==> src/rtl/reg_bank_write_sequencer_if.sv <==
// Request channel into the register-bank write sequencer.
// The channel carries the valid/ready handshake, the access mode, the register index and the data.
interface reg_bank_write_sequencer_if #(
  parameter int DATA_W = 16,
  parameter int IDX_W  = 3
);
  logic              in_valid;
  logic              in_ready;
  logic [1:0]        in_mode;
  logic [IDX_W-1:0]  in_idx;
  logic [DATA_W-1:0] in_data;

  modport master (output in_valid, in_mode, in_idx, in_data, input in_ready);
  modport slave  (input in_valid, in_mode, in_idx, in_data, output in_ready);
endinterface

==> src/rtl/reg_bank_write_sequencer.sv <==
// Buffered write-port sequencer for the general-purpose register bank.
// Queued requests become registered byte-lane write enables, and the queue contents drive a pending-lane scoreboard.
module reg_bank_write_sequencer #(
  parameter int DATA_W    = 16,
  parameter int NUM_REGS  = 8,
  parameter int NUM_SPLIT = 4,
  parameter int IDX_W     = 3,
  parameter int DEPTH     = 4
) (
  input  logic                   clk,
  input  logic                   rst_n,
  input  logic                   flush,
  reg_bank_write_sequencer_if.slave req,
  input  logic                   issue_en,
  output logic [NUM_REGS-1:0]    we_lo,
  output logic [NUM_REGS-1:0]    we_hi,
  output logic [DATA_W-1:0]      wdata,
  output logic [NUM_REGS-1:0]    pend_lo,
  output logic [NUM_REGS-1:0]    pend_hi,
  output logic                   err,
  output logic                   err_sticky,
  output logic [IDX_W:0]         level
);

  localparam int B     = DATA_W / 2;
  localparam int PTR_W = $clog2(DEPTH);

  typedef enum logic [1:0] {
    MODE_LO   = 2'b00,
    MODE_HI   = 2'b01,
    MODE_WORD = 2'b10,
    MODE_RSVD = 2'b11
  } mode_e;

  function automatic logic is_legal(input logic [1:0] mode, input logic [IDX_W-1:0] idx);
    logic ok;
    ok = 1'b1;
    if (mode == MODE_RSVD) ok = 1'b0;
    if (int'(idx) >= NUM_REGS) ok = 1'b0;
    if (mode != MODE_WORD && int'(idx) >= NUM_SPLIT) ok = 1'b0;
    return ok;
  endfunction

  // Byte writes replicate the byte into both lanes, so the bank never needs a lane shifter.
  function automatic logic [DATA_W-1:0] align_data(input logic [1:0] mode, input logic [DATA_W-1:0] d);
    if (mode == MODE_WORD) return d;
    return {d[B-1:0], d[B-1:0]};
  endfunction

  logic [IDX_W-1:0]  mem_idx  [DEPTH];
  logic              mem_lo   [DEPTH];
  logic              mem_hi   [DEPTH];
  logic [DATA_W-1:0] mem_data [DEPTH];

  logic [PTR_W-1:0] wr_ptr, rd_ptr;
  logic [PTR_W:0]   count;
  logic             full, empty, accept, legal, push, bad, pop;
  logic [DEPTH-1:0] slot_vld;
  logic [NUM_REGS-1:0] head_we_lo_p0, head_we_hi_p0;

  assign full         = (count == (PTR_W+1)'(DEPTH));
  assign empty        = (count == '0);
  assign req.in_ready = !full && !flush;
  assign accept       = req.in_valid && req.in_ready;
  assign legal        = is_legal(req.in_mode, req.in_idx);
  assign push         = accept && legal;
  assign bad          = accept && !legal;
  assign pop          = !empty && issue_en && !flush;
  assign level        = (IDX_W+1)'(count);

  // Stage p0: request storage (data only, no reset)
  always_ff @(posedge clk) begin
    if (push) begin
      mem_idx[wr_ptr]  <= req.in_idx;
      mem_lo[wr_ptr]   <= (req.in_mode != MODE_HI);
      mem_hi[wr_ptr]   <= (req.in_mode != MODE_LO);
      mem_data[wr_ptr] <= align_data(req.in_mode, req.in_data);
    end
  end

  always_ff @(posedge clk or negedge rst_n) begin
    if (!rst_n) begin
      wr_ptr <= '0;
      rd_ptr <= '0;
      count  <= '0;
    end else if (flush) begin
      wr_ptr <= '0;
      rd_ptr <= '0;
      count  <= '0;
    end else begin
      if (push) wr_ptr <= wr_ptr + 1'b1;
      if (pop)  rd_ptr <= rd_ptr + 1'b1;
      if (push && !pop)      count <= count + 1'b1;
      else if (!push && pop) count <= count - 1'b1;
    end
  end

  // A slot is occupied when its distance from the head, modulo DEPTH, is below the occupancy.
  always_comb begin
    slot_vld = '0;
    for (int i = 0; i < DEPTH; i++) begin
      slot_vld[i] = ({1'b0, PTR_W'(PTR_W'(i) - rd_ptr)} < count);
    end
  end

  always_comb begin
    pend_lo = '0;
    pend_hi = '0;
    for (int i = 0; i < DEPTH; i++) begin
      for (int r = 0; r < NUM_REGS; r++) begin
        if (slot_vld[i] && mem_idx[i] == IDX_W'(r)) begin
          pend_lo[r] = pend_lo[r] | mem_lo[i];
          pend_hi[r] = pend_hi[r] | mem_hi[i];
        end
      end
    end
  end

  always_comb begin
    head_we_lo_p0 = '0;
    head_we_hi_p0 = '0;
    for (int r = 0; r < NUM_REGS; r++) begin
      if (mem_idx[rd_ptr] == IDX_W'(r)) begin
        head_we_lo_p0[r] = mem_lo[rd_ptr];
        head_we_hi_p0[r] = mem_hi[rd_ptr];
      end
    end
  end

  // Stage p1: registered write-port outputs
  always_ff @(posedge clk or negedge rst_n) begin
    if (!rst_n) begin
      we_lo      <= '0;
      we_hi      <= '0;
      wdata      <= '0;
      err        <= 1'b0;
      err_sticky <= 1'b0;
    end else begin
      we_lo <= pop ? head_we_lo_p0 : '0;
      we_hi <= pop ? head_we_hi_p0 : '0;
      if (pop) wdata <= mem_data[rd_ptr];
      err <= bad;
      if (flush)    err_sticky <= 1'b0;
      else if (bad) err_sticky <= 1'b1;
    end
  end

endmodule

==> src/flat_wrapper.sv <==
// flat-port wrapper written by rule: the top's interface ports become plain ports
module reg_bank_write_sequencer_flat 
#(
  parameter int DATA_W    = 16,
  parameter int NUM_REGS  = 8,
  parameter int NUM_SPLIT = 4,
  parameter int IDX_W     = 3,
  parameter int DEPTH     = 4
)
  (clk, rst_n, flush, issue_en, we_lo, we_hi, wdata, pend_lo, pend_hi, err, err_sticky, level, req_in_valid, req_in_mode, req_in_idx, req_in_data, req_in_ready);
  reg_bank_write_sequencer_if #(.DATA_W(DATA_W), .IDX_W(IDX_W)) req_i ();
  input  logic clk;
  input  logic rst_n;
  input  logic flush;
  input  logic issue_en;
  output logic [NUM_REGS-1:0] we_lo;
  output logic [NUM_REGS-1:0] we_hi;
  output logic [DATA_W-1:0] wdata;
  output logic [NUM_REGS-1:0] pend_lo;
  output logic [NUM_REGS-1:0] pend_hi;
  output logic err;
  output logic err_sticky;
  output logic [IDX_W:0] level;
  input wire logic [$bits(req_i.in_valid)-1:0] req_in_valid;
  input wire logic [$bits(req_i.in_mode)-1:0] req_in_mode;
  input wire logic [$bits(req_i.in_idx)-1:0] req_in_idx;
  input wire logic [$bits(req_i.in_data)-1:0] req_in_data;
  output wire logic [$bits(req_i.in_ready)-1:0] req_in_ready;
  assign req_i.in_valid = req_in_valid;
  assign req_i.in_mode = req_in_mode;
  assign req_i.in_idx = req_in_idx;
  assign req_i.in_data = req_in_data;
  assign req_in_ready = req_i.in_ready;
  reg_bank_write_sequencer #(.DATA_W(DATA_W), .NUM_REGS(NUM_REGS), .NUM_SPLIT(NUM_SPLIT), .IDX_W(IDX_W), .DEPTH(DEPTH)) u_core (.clk(clk), .rst_n(rst_n), .flush(flush), .req(req_i), .issue_en(issue_en), .we_lo(we_lo), .we_hi(we_hi), .wdata(wdata), .pend_lo(pend_lo), .pend_hi(pend_hi), .err(err), .err_sticky(err_sticky), .level(level));
endmodule
==> config.mk <==
export PLATFORM = sky130hd
export DESIGN_NAME = reg_bank_write_sequencer_flat
export DESIGN_NICKNAME = d
export VERILOG_FILES = /design/src/rtl/reg_bank_write_sequencer_if.sv /design/src/rtl/reg_bank_write_sequencer.sv /design/src/flat_wrapper.sv
export SDC_FILE = /design/constraint.sdc
export NUM_CORES = 1
export LEC_CHECK = 0
export ABC_AREA = 1
export CAP_MARGIN = 30
export CELL_PAD_IN_SITES_DETAIL_PLACEMENT = 2
export CELL_PAD_IN_SITES_GLOBAL_PLACEMENT = 2
export CORE_ASPECT_RATIO = 1.4
export CORE_MARGIN = 2
export CORE_UTILIZATION = 30
export CTS_BUF_LIST = sky130_fd_sc_hd__clkbuf_16
export CTS_CLUSTER_DIAMETER = 120
export DETAILED_ROUTE_END_ITERATION = 6
export PLACE_DENSITY = 0.69
export SYNTH_ARGS = -nofsm -noshare
export SYNTH_HDL_FRONTEND = slang
export SYNTH_SLANG_ARGS = --single-unit
export TNS_END_PERCENT = 50
==> constraint.sdc <==
create_clock -name clk -period 5.3 [get_ports clk]
set_clock_uncertainty 0.05 [all_clocks]
set_input_delay 1.06 -clock clk [delete_from_list [all_inputs] [get_ports clk]]
set_output_delay 1.06 -clock clk [all_outputs]
set_load 0.005 [all_outputs]
==> metrics.txt <==
status=completed; vias in the first global route=4984; Crit Reg-Reg Startpoint=u_core.count[0]; Reg clk slew, reported paths=0.06 ns; YS warnings=0; Pleak=2.84 nW; Synth area leaders=edfxtp_1 45%, dfrtp_1 18%, nand2_1 10%, nand3_1 7.0%, nand4_1 3.6%; slew margin rel.=0.520; simple-gate share of the synthesized area=0.258; Filler Cells Inserted=2017; clock root buffer=clkbuf_16; # rows=59; Num CTS Buffers=17; Placement Cell Area=6670 um2; peak supply drop=241 uV; Worst setup SP type=flop; Die Footprint=19700 um2; mux cell area share after synthesis=0.0161; Skew-Pair Late Insertion Delay=0.41 ns; CTS Hold Bufs=0; Hold Crit Depth=2; RSZ-0062 raised after global routing=no; clock tree sinks=125; area of the mapped netlist=5590 um2; Resized Gates After CTS=0; Slew Limit Fails=0; fin area=7170 um2; GP Congestion=0.796; flops & latches, synth=125; xor/xnor share of the synthesized area=0.00157; area grow syn2layout=28.4%; Reg-to-Reg End=u_core.we_hi[7]; Starting Density=0.303; met3 routed WL=451 um; port bufs=79; met2 wire length=10500 um; detailed-route wire length per cell=20.5 um; Synth Net Count=581; initial drt markers=177; layout cell share with drive strength beyond 1=0.107; post-synth top area cell=edfxtp_1; Compound-Gate Fraction of Synth Area=0.0222; Worst Hold Path EP=u_core.wdata[4]; GRT Util Overall=0.191; H-tree levels=4; core area=18500 um2; HP Start=u_core.wdata[4]; hpwl dp=12600 um; drt total wl=18200 um; crit path time final=4.10 ns; Peak Freq=244 MHz; first-pass GRT wire length=28300 um; share of the synthesized area in the top cell type=0.451; area of the multi-input gates=1800 um2; register area share after synthesis=0.635; Die Span Y=165 um; diode count=0; Seq. cell area=3550 um2; DRT antenna net count=0; asr flop ratio synth=0.328; top layer in use=met4; maximum clock path buffer count=2; Synth Flop Type=edfxtp_1; crit end category=primary output; Synth Area in Adders=0.0215; setup_tns=0 ns; Cell variety after synth=31; Post-synth EDFFs=84; Worst R2R Setup Slack=2.78 ns; syn_area_per_cell=10.2 um2; DRC=0; CTS tree=built; Core Util, Final=0.389; M1 WL=7040 um; Worst-Margin Slew=0.715 ns; largest net degree at the start of global routing=29; Syn Inst Count=546; DR vias/cell=4.89; Post-CTS Setup Bufs=0; final setup fails=0; main combinational cell family by area after synthesis=simple AND/OR/NAND/NOR gates; initial antenna violation count=0; Data required, critical path=4.19 ns; Pre-Repair DR Iteration Count=4; worst min-delay path class=reg -> reg; MaxCap Viol Count=0; Die X=119 um; grt ovf=0; crit-path max FO=8; CP Launch Point=u_core.rd_ptr[1]; final worst-path cycle share=0.773; PwrDens=434 nW/um2; Final Hold Fails=0; vias post-DR=4354; FF-to-FF path depth=6; Worst Hold Slack=0.435 ns; overall power=0.00311 W; # IOs=81; Critical Path AT=2.99 ns; final-stage net count=668; Worst Setup Path Type=reg -> out
-- power breakdown --
group,internal [W],switching [W]
clock,0.000586,0.000431
sequential,0.00114,0.0000710
combinational,0.000367,0.000522
-- area by class of cell --
class / instances / area share
flip-flops and latches: 125 / 0.495
multi-input cells: 359 / 0.250
repair buffers: 85 / 0.118
clock buffers: 17 / 0.0593
well taps: 244 / 0.0426
inverters: 45 / 0.0239
clock inverters: 15 / 0.0115
-- worst max-delay path: stages (launching register included) --
cell             delay (ns)
dfrtp_1                0.48
inv_2                  0.14
nand2_4                0.08
nand2_1                0.10
inv_1                  0.07
ha_1                   0.27
nand3_1                0.08
nand2_1                0.07
nor2_1                 0.46
nand3_1                0.16
nand4_1                0.13
clkdlybuf4s50_1        0.51
-- routing by layer --
metal | vias up | global-route usage
met4 | 0 | 0.0540
met1 | 2217 | 0.207
li1 | 2034 | -
met3 | 20 | 0.0313
met2 | 83 | 0.380
met5 | - | 0
-- Yosys cell counts (2+ instances only) --
master	instances
buf_2	5
mux2_2	8
inv_2	7
ha_1	8
dfrtp_1	41
buf_1	6
o21ai_0	4
nand4_1	32
edfxtp_1	84
nor2_2	6
clkbuf_1	4
o22ai_1	7
nand2_2	3
nand2_1	150
inv_1	36
a21oi_1	3
o21ai_1	2
nand2_4	3
nor2_1	48
nand3_1	78
-- logic make-up after synthesis --
group	count (synthesis)
AND/OR/NAND/NOR	322
multiplexers	8
buffers and inverters	62
flip-flops	125
AO/OA/AOI/OAI	18
other	1
adder cells (fa/ha/maj)	9
XOR/XNOR	1
-- through the flow --
step | setup slack, ns | std cells
finish | 1.20 | 890
global route | 0.954 | 890
CTS | 1.18 | 890
detailed placement | 1.62 | 858
global placement | 1.71 | 857
floorplan | 2.38 | 546
-- sequential cells by signal (all words and copies together) (netlist names) --
signal,flops
u_core.count,3
u_core.err,1
u_core.err_sticky,1
u_core.mem_data,64
u_core.mem_hi,4
u_core.mem_idx,12
u_core.mem_lo,4
u_core.rd_ptr,2
u_core.wdata,16
u_core.we_hi,8
u_core.we_lo,8
u_core.wr_ptr,2
-- cells in the final DEF (no fill, tap or decap), types with 5 or more instances in the layout --
master | netlist | routed
buf_4 | 1 | 5
ha_1 | 8 | 8
nand2_1 | 150 | 150
nand4_1 | 32 | 32
dfrtp_1 | 41 | 41
nand3_1 | 78 | 78
nor2_1 | 48 | 44
o22ai_1 | 7 | 7
inv_2 | 7 | 7
mux2_2 | 8 | 8
clkbuf_16 | 0 | 17
edfxtp_1 | 84 | 84
inv_1 | 36 | 38
clkdlybuf4s50_1 | 0 | 78
nor2_2 | 6 | 10
-- worst max-delay path by stage --
stage,cells past startpoint,endpoint,slack [ns]
floorplan,5,u_core.mem_data[0][0],2.38
detailed placement,10,pend_lo[5],1.62
CTS,10,pend_lo[5],1.18
global route,11,pend_hi[3],0.95
global placement,11,pend_hi[6],1.71
finish,11,pend_hi[3],1.20
(Power assumes the default switching activity.)
==> edit, RTL diff (same flow settings) <==
Register the output `level`, without a reset; this adds one clock of latency there. The other outputs are not delayed to match.
--- a/src/rtl/reg_bank_write_sequencer.sv
+++ b/src/rtl/reg_bank_write_sequencer.sv
@@ -66,7 +66,9 @@
   assign push         = accept && legal;
   assign bad          = accept && !legal;
   assign pop          = !empty && issue_en && !flush;
-  assign level        = (IDX_W+1)'(count);
+  always_ff @(posedge clk) begin
+    level <= (IDX_W+1)'(count);
+  end
 
   // Stage p0: request storage (data only, no reset)
   always_ff @(posedge clk) begin
Behaviour: not the same (Yosys sat finds a counterexample within 4 cycles, from zero or initial values and one cycle with rst_n low).
==> edit against the unedited design <==
Total power increased by 6.6%; synthesized cell count increased by 0.18%; non-clock buffer count increased by 1; final area increased by 2.2%; sequential cell count increased by 3; synthesized area increased by 0.74%; wire length decreased by 2.7%; setup slack got worse by 66 ps.
==> edit: results <==
{
  "status": "completed",
  "cts_buffers": 17,
  "cts_resized": 0,
  "synth_top_cell_by_area": "edfxtp_1",
  "synth_compound_area_share_pct": 2.423,
  "drive_gt1_share_pct": 11.11,
  "maxCapViolCount": 0,
  "path_clk_slew_ps": 60,
  "r2r_slack_ps": 3070,
  "ys_seq_area_share_pct": 64.10,
  "antenna_found_initial": 0,
  "clockRootBuffer": "clkbuf_16",
  "highest_layer": "met4",
  "synthAdderAreaFrac_pct": 2.134,
  "hp-start": "u_core.count[1]",
  "grt_pass1_vias": 5089,
  "async_reset_ff_share_pct": 32.03,
  "r2r-end": "u_core.count[2]",
  "post-place-ws_ps": 1559,
  "grt_pass1_wl_um": 28320,
  "ys_types": 32,
  "wl_met3_um": 438,
  "synth_edf_count": 84,
  "met2_length_um": 10130,
  "r2r_cells": 13,
  "hpwl_um": 12410,
  "crit_arrival_ps": 3050,
  "holdPathEnd": "u_core.level[1]",
  "largest_registers": "u_core.mem_data: 64 flops, u_core.wdata: 16 flops, u_core.mem_idx: 12 flops",
  "leakagePower_nw": 2.901,
  "crit_path_start": "u_core.rd_ptr[0]",
  "clock_latency_ps": 420,
  "h-tree-depth": 4,
  "grt_max_degree": 28,
  "synth_top_family_by_area": "simple AND/OR/NAND/NOR gates",
  "synth-xor-area-share_pct": 0.1556,
  "muxShareOfSynthArea_pct": 1.600,
  "ir_drop_v": 0.0002152,
  "place_congestion": 0.8177,
  "worstMarginPinSlew_ps": 645.1,
  "finalWorstSetupSlack_ps": 1138,
  "synth_common_cells": "146 x nand2_1, 84 x edfxtp_1, 75 x nand3_1",
  "r2r_start": "u_core.count[0]",
  "crit_fanout": 8,
  "worstHoldPathCells": 0,
  "syn_nets": 582,
  "wl_met1_um": 6893,
  "drt_iter0_drc": 250,
  "synth.top_cells.by_area": "edfxtp_1 45%, dfrtp_1 18%, nand2_1 9.7%",
  "track_usage_pct": 18.81,
  "wirelength_um": 17740,
  "fin_nets": 670,
  "synthFlopType": "edfxtp_1",
  "portBuffers": 79,
  "vias": 4393,
  "crit_path_end": "pend_hi[7]"
}
[edit: cell families after synthesis]
family / Yosys count
compound gates: 20
xor+xnor: 1
fa+ha+maj: 9
buf+inv: 62
flops: 128
mux: 8
other cells: 1
simple gates: 318
[edit: where the power goes]
part / internal, W / switching [W] / total, W
combinational: 0.000367 / 0.000517 / 0.000884
clock: 0.000737 / 0.000447 / 0.00118
sequential: 0.00117 / 0.0000813 / 0.00125
total: 0.00227 / 0.00104 / 0.00332
[edit: critical path: stages (launching register included)]
cell and delay (ps):
dfrtp_1 500, inv_2 100, nand2_2 140, nand2_1 100
ha_1 290, a21oi_1 160, nor2_1 70, nor2_1 460
nand3_1 170, nand4_1 130, clkdlybuf4s50_1 510
[edit: area by class of cell]
| class | instances | area [µm²] |
|---|---|---|
| fillers | 1958 | 11200 |
| flip-flops and latches | 128 | 3608 |
| multi-input cells | 357 | 1779 |
| repair buffers | 86 | 850.8 |
| clock buffers | 22 | 550.5 |
| well taps | 244 | 305.3 |
| inverters | 45 | 171.4 |
| clock inverters | 10 | 65.06 |
[edit: through the flow]
stage | hold WS (ps) | total power [W] | utilization (%) | cells | instance area, µm²
finish | 385.1 | 0.003319 | 39.56 | 892 | 7331
global route | 409.4 | 0.003499 | 39.56 | 892 | 7331
floorplan | 292.2 | 0.001712 | - | 547 | 5629
CTS | 388.6 | 0.003369 | 39.56 | 892 | 7331
detailed placement | 372.8 | 0.002166 | 36.24 | 860 | 6715
global placement | 371.3 | 0.002128 | 36.13 | 859 | 6695
[edit: layer usage]
metal	up-vias	track usage, %
li1	2037	-
met1	2255	20.67
met2	82	36.22
met3	19	3.056
met4	0	5.985
met5	-	0
